==> src/rtl/rs_issue_sched.sv <==
// rs_issue_sched: grants at most one ready add or mul/div RS entry per cycle to the shared dispatch port.
// Build option RS_AGE_PRIO_EN: oldest-first selection by ROB distance from head instead of round-robin.
module rs_issue_sched #(
  parameter int N_ADD      = 3,
  parameter int N_MUL      = 3,
  parameter int ROB_W      = 3,
  parameter int MUL_LAT    = 4,
  parameter int DIV_LAT    = 8,
  parameter int STARVE_MAX = 4
) (
  input  logic                     clk1,
  input  logic                     rst,
  input  logic                     flush,
  input  logic [N_ADD-1:0]         add_rdy,
  input  logic [N_MUL-1:0]         mul_rdy,
  input  logic [N_MUL-1:0]         mul_is_div,
  input  logic [N_ADD*ROB_W-1:0]   add_rob,
  input  logic [N_MUL*ROB_W-1:0]   mul_rob,
  input  logic [ROB_W-1:0]         rob_head,
  input  logic                     add_fu_free,
  output logic                     iss_valid,
  output logic                     iss_unit,
  output logic [1:0]               iss_idx,
  output logic [N_ADD-1:0]         add_clr,
  output logic [N_MUL-1:0]         mul_clr,
  output logic                     mul_busy
);
  localparam int MAXL = (DIV_LAT > MUL_LAT) ? DIV_LAT : MUL_LAT;
  localparam int CW   = $clog2(MAXL + 1);
  localparam int SW   = $clog2(STARVE_MAX + 1);

  logic [N_ADD-1:0] pend_add;
  logic [N_MUL-1:0] pend_mul;
  logic [SW-1:0]    scnt;
  logic [CW-1:0]    mcnt;
  logic             mul_gnt_q;

  logic [N_ADD-1:0] add_elig, add_oh;
  logic [N_MUL-1:0] mul_elig, mul_oh;
  logic [1:0]       add_sel, mul_sel;
  logic             add_any, mul_any, starve, gnt_add, gnt_mul;

`ifdef RS_AGE_PRIO_EN
  function automatic logic [1:0] age_pick(input logic [3:0] el, input logic [4*ROB_W-1:0] robs,
                                          input logic [ROB_W-1:0] head);
    logic [1:0]       pick  = 2'd0;
    logic [ROB_W-1:0] best  = '1;
    logic             found = 1'b0;
    logic [ROB_W-1:0] key;
    for (int i = 0; i < 4; i++) begin
      key = robs[i*ROB_W +: ROB_W] - head;
      // Strict compare keeps the lower index on equal age.
      if (el[i] && (!found || key < best)) begin
        pick  = 2'(i);
        best  = key;
        found = 1'b1;
      end
    end
    return pick;
  endfunction

  assign add_sel = age_pick(4'(add_elig), (4*ROB_W)'(add_rob), rob_head);
  assign mul_sel = age_pick(4'(mul_elig), (4*ROB_W)'(mul_rob), rob_head);
`else
  logic [1:0] ptr_add, ptr_mul;
  logic       unused_rob;

  function automatic logic [1:0] rr_pick(input logic [3:0] el, input logic [1:0] ptr, input int n);
    logic [1:0] pick = 2'd0;
    // Walk offsets from far to near so the nearest eligible entry past ptr wins.
    for (int off = 3; off >= 0; off--) begin
      int k;
      k = (int'(ptr) + off) % n;
      if (off < n && el[k[1:0]]) pick = k[1:0];
    end
    return pick;
  endfunction

  assign unused_rob = ^{add_rob, mul_rob, rob_head};
  assign add_sel    = rr_pick(4'(add_elig), ptr_add, N_ADD);
  assign mul_sel    = rr_pick(4'(mul_elig), ptr_mul, N_MUL);

  always_ff @(posedge clk1) begin
    if (rst) begin
      ptr_add <= 2'd0;
      ptr_mul <= 2'd0;
    end else begin
      if (gnt_add) ptr_add <= (add_sel == 2'(N_ADD - 1)) ? 2'd0 : add_sel + 2'd1;
      if (gnt_mul) ptr_mul <= (mul_sel == 2'(N_MUL - 1)) ? 2'd0 : mul_sel + 2'd1;
    end
  end
`endif

  // p0: eligibility and class arbitration from current inputs and state
  always_comb begin
    add_elig = add_rdy & ~pend_add & {N_ADD{add_fu_free}};
    mul_elig = mul_rdy & ~pend_mul & {N_MUL{mcnt == '0}};
    add_any  = |add_elig;
    mul_any  = |mul_elig;
    starve   = mul_any && (scnt == SW'(STARVE_MAX));
    gnt_mul  = !flush && mul_any && (starve || !add_any);
    gnt_add  = !flush && add_any && !starve;
    add_oh   = N_ADD'(1) << add_sel;
    mul_oh   = N_MUL'(1) << mul_sel;
  end

  // p1: registered issue decision, pend masks and unit occupancy
  always_ff @(posedge clk1) begin
    if (rst) begin
      iss_valid <= 1'b0;
      iss_unit  <= 1'b0;
      iss_idx   <= 2'd0;
      add_clr   <= '0;
      mul_clr   <= '0;
      pend_add  <= '0;
      pend_mul  <= '0;
      scnt      <= '0;
      mcnt      <= '0;
      mul_gnt_q <= 1'b0;
    end else begin
      iss_valid <= gnt_add | gnt_mul;
      iss_unit  <= gnt_mul;
      iss_idx   <= gnt_mul ? mul_sel : (gnt_add ? add_sel : 2'd0);
      add_clr   <= gnt_add ? add_oh : '0;
      mul_clr   <= gnt_mul ? mul_oh : '0;
      pend_add  <= gnt_add ? add_oh : '0;
      pend_mul  <= gnt_mul ? mul_oh : '0;
      mul_gnt_q <= gnt_mul;
      if (gnt_mul) mcnt <= mul_is_div[mul_sel] ? CW'(DIV_LAT - 1) : CW'(MUL_LAT - 1);
      else if (mcnt != '0) mcnt <= mcnt - CW'(1);
      if (flush || gnt_mul || !mul_any) scnt <= '0;
      else if (gnt_add && scnt != SW'(STARVE_MAX)) scnt <= scnt + SW'(1);
    end
  end

  assign mul_busy = (mcnt != '0) | mul_gnt_q;
endmodule

==> config.mk <==
export PLATFORM = sky130hd
export DESIGN_NAME = rs_issue_sched
export DESIGN_NICKNAME = d
export VERILOG_FILES = /design/src/rtl/rs_issue_sched.sv
export SDC_FILE = /design/constraint.sdc
export NUM_CORES = 1
export LEC_CHECK = 0
export ABC_CLOCK_PERIOD_IN_PS = 3500
export CAP_MARGIN = 10
export CELL_PAD_IN_SITES_DETAIL_PLACEMENT = 1
export CELL_PAD_IN_SITES_GLOBAL_PLACEMENT = 1
export CORE_MARGIN = 1
export CORE_UTILIZATION = 34
export DETAILED_ROUTE_END_ITERATION = 8
export PLACE_DENSITY_LB_ADDON = 0.08
export SKIP_CTS_REPAIR_TIMING = 1
export SLEW_MARGIN = 0
export SYNTH_ARGS = -nofsm -noshare
export SYNTH_HDL_FRONTEND = slang
export SYNTH_SLANG_ARGS = --single-unit
==> constraint.sdc <==
create_clock -name clk1 -period 3.5 [get_ports clk1]
set_input_delay 0.35 -clock clk1 [delete_from_list [all_inputs] [get_ports clk1]]
set_output_delay 0.35 -clock clk1 [all_outputs]
set_load 0.01 [all_outputs]
### Yosys cells after proc, flatten, opt, wreduce, memory -nomap -nowiden

Cells that the tools add are included.

| word-level totals | value |
|---|---|
| register bits after elaboration | 21 |
| bits of input ports | 34 |
| output and inout bits | 11 |
| word-level logic and storage cells | 94 |

| operators by class | value |
|---|---|
| add/sub/neg operators | 8 |
| divide/modulo/power cells | 6 |
| magnitude comparators | 7 |
| eq/ne operators | 4 |
| shift operators | 2 |
| multiplexer cells | 27 |
| bitwise operators | 10 |
| reduce and logical (&&, ||, !) cells | 21 |

Operators with widths:

| operator | count |
|---|---|
| $mod 32x3->32 const B | 4 |
| $mod 3x3->32 const B | 2 |
| $lt 2x3->1 const B | 7 |
| $mux 2 | 10 |
| $bmux 1 s2 | 7 |
| $and 3x3->3 | 4 |
| $mux 4 | 2 |
| $mux 1 | 7 |
| $add 2x1->3 const B | 2 |
| $add 2x2->3 const B | 2 |
| $logic_and 1x1->1 | 6 |
| $not 3->3 | 2 |
| $reduce_or 2->1 | 3 |
| $reduce_or 3->1 | 2 |
| $shl 1x2->3 const A | 2 |
| $add 2x1->2 const B | 2 |
| $eq 2x2->1 const B | 2 |
| $logic_not 1->1 | 4 |
| $logic_not 4->1 | 1 |
| $reduce_bool 4->1 | 1 |
| $sub 4x1->4 const B | 1 |
| $add 3x1->3 const B | 1 |
| $eq 3x3->1 const B | 1 |
| $logic_or 1x1->1 | 3 |
| 5 further kinds | 7 |

### Longest topological paths before layout

| depth | value |
|---|---|
| depth after elaboration | 12 |
| mapped depth | 9 |
| mapped depth without buffers | 7 |

### Least setup slack after synthesis

No wires, ideal clock.

| timing path | value |
|---|---|
| kind | flip-flop to flip-flop |
| from | register mcnt[0] |
| to | register mcnt[2] |
| library setup time | 0.096 ns |
| data arrival time | 1.727 ns |
| data required time | 3.404 ns |
| path slack | 1.678 ns |
| cell stages (with the launch flop) | 9 |
| path buffers | 2 |
| period minus slack after synthesis | 1.822 ns |
| path through | dfxtp_1 > inv_1 > ha_1 > or3b_1 > buf_6 > a31oi_4 > o211ai_2 > buf_6 > o41ai_2 |

| on the way | value |
|---|---|
| cells in the longest elaborated chain, start to end | 11 |
| elaborated cells on any way between the ends | 24 |
| those cells by class | add/sub (1); mux (14); bitwise (1); reduce/logical (8) |

RTL lines:

| element | line | text |
|---|---|---|
| start: declaration | 35 | `logic [CW-1:0] mcnt;` |
| start signal: assignment | 129 | `if (gnt_mul) mcnt <= mul_is_div[mul_sel] ? CW'(DIV_LAT - 1) : CW'(MUL_LAT - 1);` |
| start signal: assignment | 130 | `else if (mcnt != '0) mcnt <= mcnt - CW'(1);` |
| $logic_not 4->1 | 97 | `mul_elig = mul_rdy & ~pend_mul & {N_MUL{mcnt == '0}};` |
| $and 3x3->3 | 97 |  |
| $bmux 1 s2 | 74 | `if (off < n && el[k[1:0]]) pick = k[1:0];` |
| $mux 1 (implied by the code) | 74 |  |
| $mux 2 (3 in series) | 74 |  |
| $bmux 1 s2 | 129 |  |
| $mux 1 (implied by the code) | 129 |  |
| $mux 3 | 129 |  |
| $mux 4 | 129 |  |

Several ways; a longest one is shown, not always the timed one. The select of a mux whose other input is x is not followed.
A chain may end at the register's enable or synchronous reset.

### Final worst setup path

| timing path | value |
|---|---|
| from | register mcnt[0] |
| to | output mul_busy |

| on the way | value |
|---|---|
| cells in the longest elaborated chain, start to end | 2 |

RTL lines:

| element | line | text |
|---|---|---|
| $reduce_bool 4->1 | 136 | `assign mul_busy = (mcnt != '0) \| mul_gnt_q;` |
| $or 1x1->1 | 136 |  |
| end: declaration | 26 | `output logic mul_busy` |

No other way between the ends.

==> reports/metrics.cfg <==
[synth]
synth_edf_count=0
synth_nets=173
yosysTopAreaCell=dfxtp_1
synth_xor_area_share_pct=1.49
synthAdderAreaFrac_pct=9.39
netlist_area_mm2=0.00117
synthTopCellsByArea=dfxtp_1 (36%), ha_1 (8.5%), inv_1 (4.2%), a21oi_1 (3.8%), nor3_1 (3.4%)
synth_cell_type_count=42
ys_seq_area_share_pct=35.9
synth.top_cell.area_share_pct=35.9
syn_area_per_cell_um2=8.95
synth_most_common_cell=dfxtp_1
ys_top_cells_by_count=dfxtp_1 (21), inv_1 (13), a21oi_1 (9), nand2_1 (9)
async_flop_share_pct=0
ys.flop_type=dfxtp_1
synth_top_family_by_area=simple AND/OR/NAND/NOR gates
synth_compound_area_share_pct=21.1
synth_seq_cells=21
yosys-mux-area-fraction_pct=0.854
yosys_warnings=0
synthSimpleGateAreaFrac_pct=24.9
synthCells=131

[pwr]
power.density_mw_per_mm2=507
ir_drop_uv=280
p_leak_uw=0.000559

[floorplan]
die_y_um=60.7
die-width_um=60.7
die-area_mm2=0.00369
fp.coreArea_mm2=0.00315
rows=20
io_pins=45
start_util_pct=37.2

[placement]
detailed_place_hpwl_mm=2.08
port_buffers=23
dp.cells=195
gp_congestion=0.739

[sta]
period_needed_ns=2.59
report.final.slew_viol_count=0
tightest_slew_ns=0.510
finClkSkew_ns=0.00922
setup_tns_ns=0
setup_viol=0
finalHoldViolations=0
relSlewSlack_pct=65.9
rsz0062_at_grt=false
max_freq_mhz=386
fin_crit_sh_pct=74.0

[worst_setup_path]
crit_path_end_kind=output pin
crit_fanout=7
rr_startpoint=mcnt[0]
required_ns=3.15
timing.rr.end=iss_idx[0]
startpoint=mcnt[0]
start_kind=flop
worstRegToRegCells=7
endpoint=mul_busy
worstSetupPathType=reg2out
crit_arrival_ns=2.24
timing.reg2reg.setup_slack_ns=1.31

[cts]
htreeDepth=1
tritoncts=built
clk_path_buf_depth=2
cts_sinks=21
cts_inserted_buffers=3
clkLatencyLatePin_ns=0.30
path_clk_slew_ns=0.12
cts_root_buffer=clkbuf_4

[route]
drc=0
postRouteAntennaNets=0
avgRoutedWirePerCell_um=12.9
highest_layer=met4
drt-initial-drc-count=32
vias=1001
viasPerCell=5.03
wl_met3_um=98
wl_met2_mm=1.24
dr.pass1.iters=4
postRouteWirelength_mm=2.57
wl_met1_mm=1.21

[status]
outcome=finished clean

[finish]
fillers=397
fin_nets=198
areaGrowthSynthToFinish_pct=24.3
drive_gt1_share_pct=9.68
final_cell_count_no_fill=199
n_antenna_cell=0

[global_route]
grt_usage_pct=16.6
grt_pass1_wl_mm=4.52
overflow=0
antenna_found_initial=0
grt_pass1_vias=1019
grt_start_max_net_pins=15

[hold_path]
hold_path_class=reg2reg

[run]
cap_violations=0

cell usage in the layout (no fill, tap or decap), drive strengths merged:
cell	count
clkbuf	4
a31oi	1
or3b	1
o221a	1
nor4b	1
mux2i	1
nand2	9
and4	1
o21ai	5
nor2	7
o21a	2
o311a	1
a31o	2
o22ai	1
and2	3
and3b	1
nor3	9
maj3	1
o41ai	1
or2b	1
a211oi	2
inv	13
a21o	1
clkdlybuf4s50	23
o211ai	2
xnor2	2
o31ai	2
a21oi	9
nor2b	4
ha	8
or3	1
nand3b	4
or2	2
nand2b	3
a22oi	1
and3	3
a211o	1
dfxtp	21
registers in the layout, summed over array words and instances, names as in the netlist:
register,flops
mcnt,4
pend_add,3
pend_mul,3
scnt,3
iss_idx,2
ptr_add,2
ptr_mul,2
iss_valid,1
mul_gnt_q,1
kinds of logic after synthesis:
group                    Yosys count
XOR/XNOR                           2
multiplexers                       1
AO/OA/AOI/OAI                     32
flip-flops                        21
adder cells (fa/ha/maj)            9
buffers and inverters             16
AND/OR/NAND/NOR                   50
layer usage:
metal	vias up	GRT usage, %
li1	507	-
met1	472	20.8
met2	20	28.6
met3	2	4.48
met4	0	3.90
met5	-	0
worst min-delay path by stage:
stage / cells past startpoint / to / startpoint / slack, ns
2_1_floorplan: 1 / mul_gnt_q / rst / 0.43
6_report: 2 / ptr_mul[0] / ptr_mul[0] / 0.50
3_5_place_dp: 2 / ptr_mul[0] / ptr_mul[0] / 0.48
3_3_place_gp: 2 / ptr_mul[0] / ptr_mul[0] / 0.47
5_1_grt: 2 / ptr_mul[0] / ptr_mul[0] / 0.54
4_1_cts: 2 / ptr_mul[0] / ptr_mul[0] / 0.50
power breakdown:
part           internal [uW]  switching, uW  leakage, uW
Combinational            161            168     0.000373
Sequential               271           21.8     0.000171
Clock                   44.4           72.1    0.0000150
stage by stage:
step                hold WS, ns  cell area (um2)  setup slack, ns  util, %  total power, uW
floorplan                 0.430             1170             1.68        -              560
global placement          0.470             1430             1.23     45.4              622
detailed placement        0.482             1430             1.22     45.4              634
CTS                       0.499             1460            0.866     46.2              756
global route              0.536             1460            0.759     46.2              808
finish                    0.496             1460            0.912     46.2              739
cell type report:
type / instances / area, um2 / area share, %
multi-input cells: 94 / 677 / 46.4
flip-flops and latches: 21 / 420 / 28.8
repair buffers: 23 / 230 / 15.8
well taps: 44 / 55.1 / 3.78
inverters: 13 / 48.8 / 3.35
clock buffers: 4 / 26.3 / 1.80
critical path: stages (launching register included):
cell	delay (ns)
dfxtp_1	0.34
inv_1	0.08
ha_1	0.18
or3b_1	0.53
or2_2	0.34
clkdlybuf4s50_1	0.48
No activity file was read; power rests on OpenSTA's default activity.
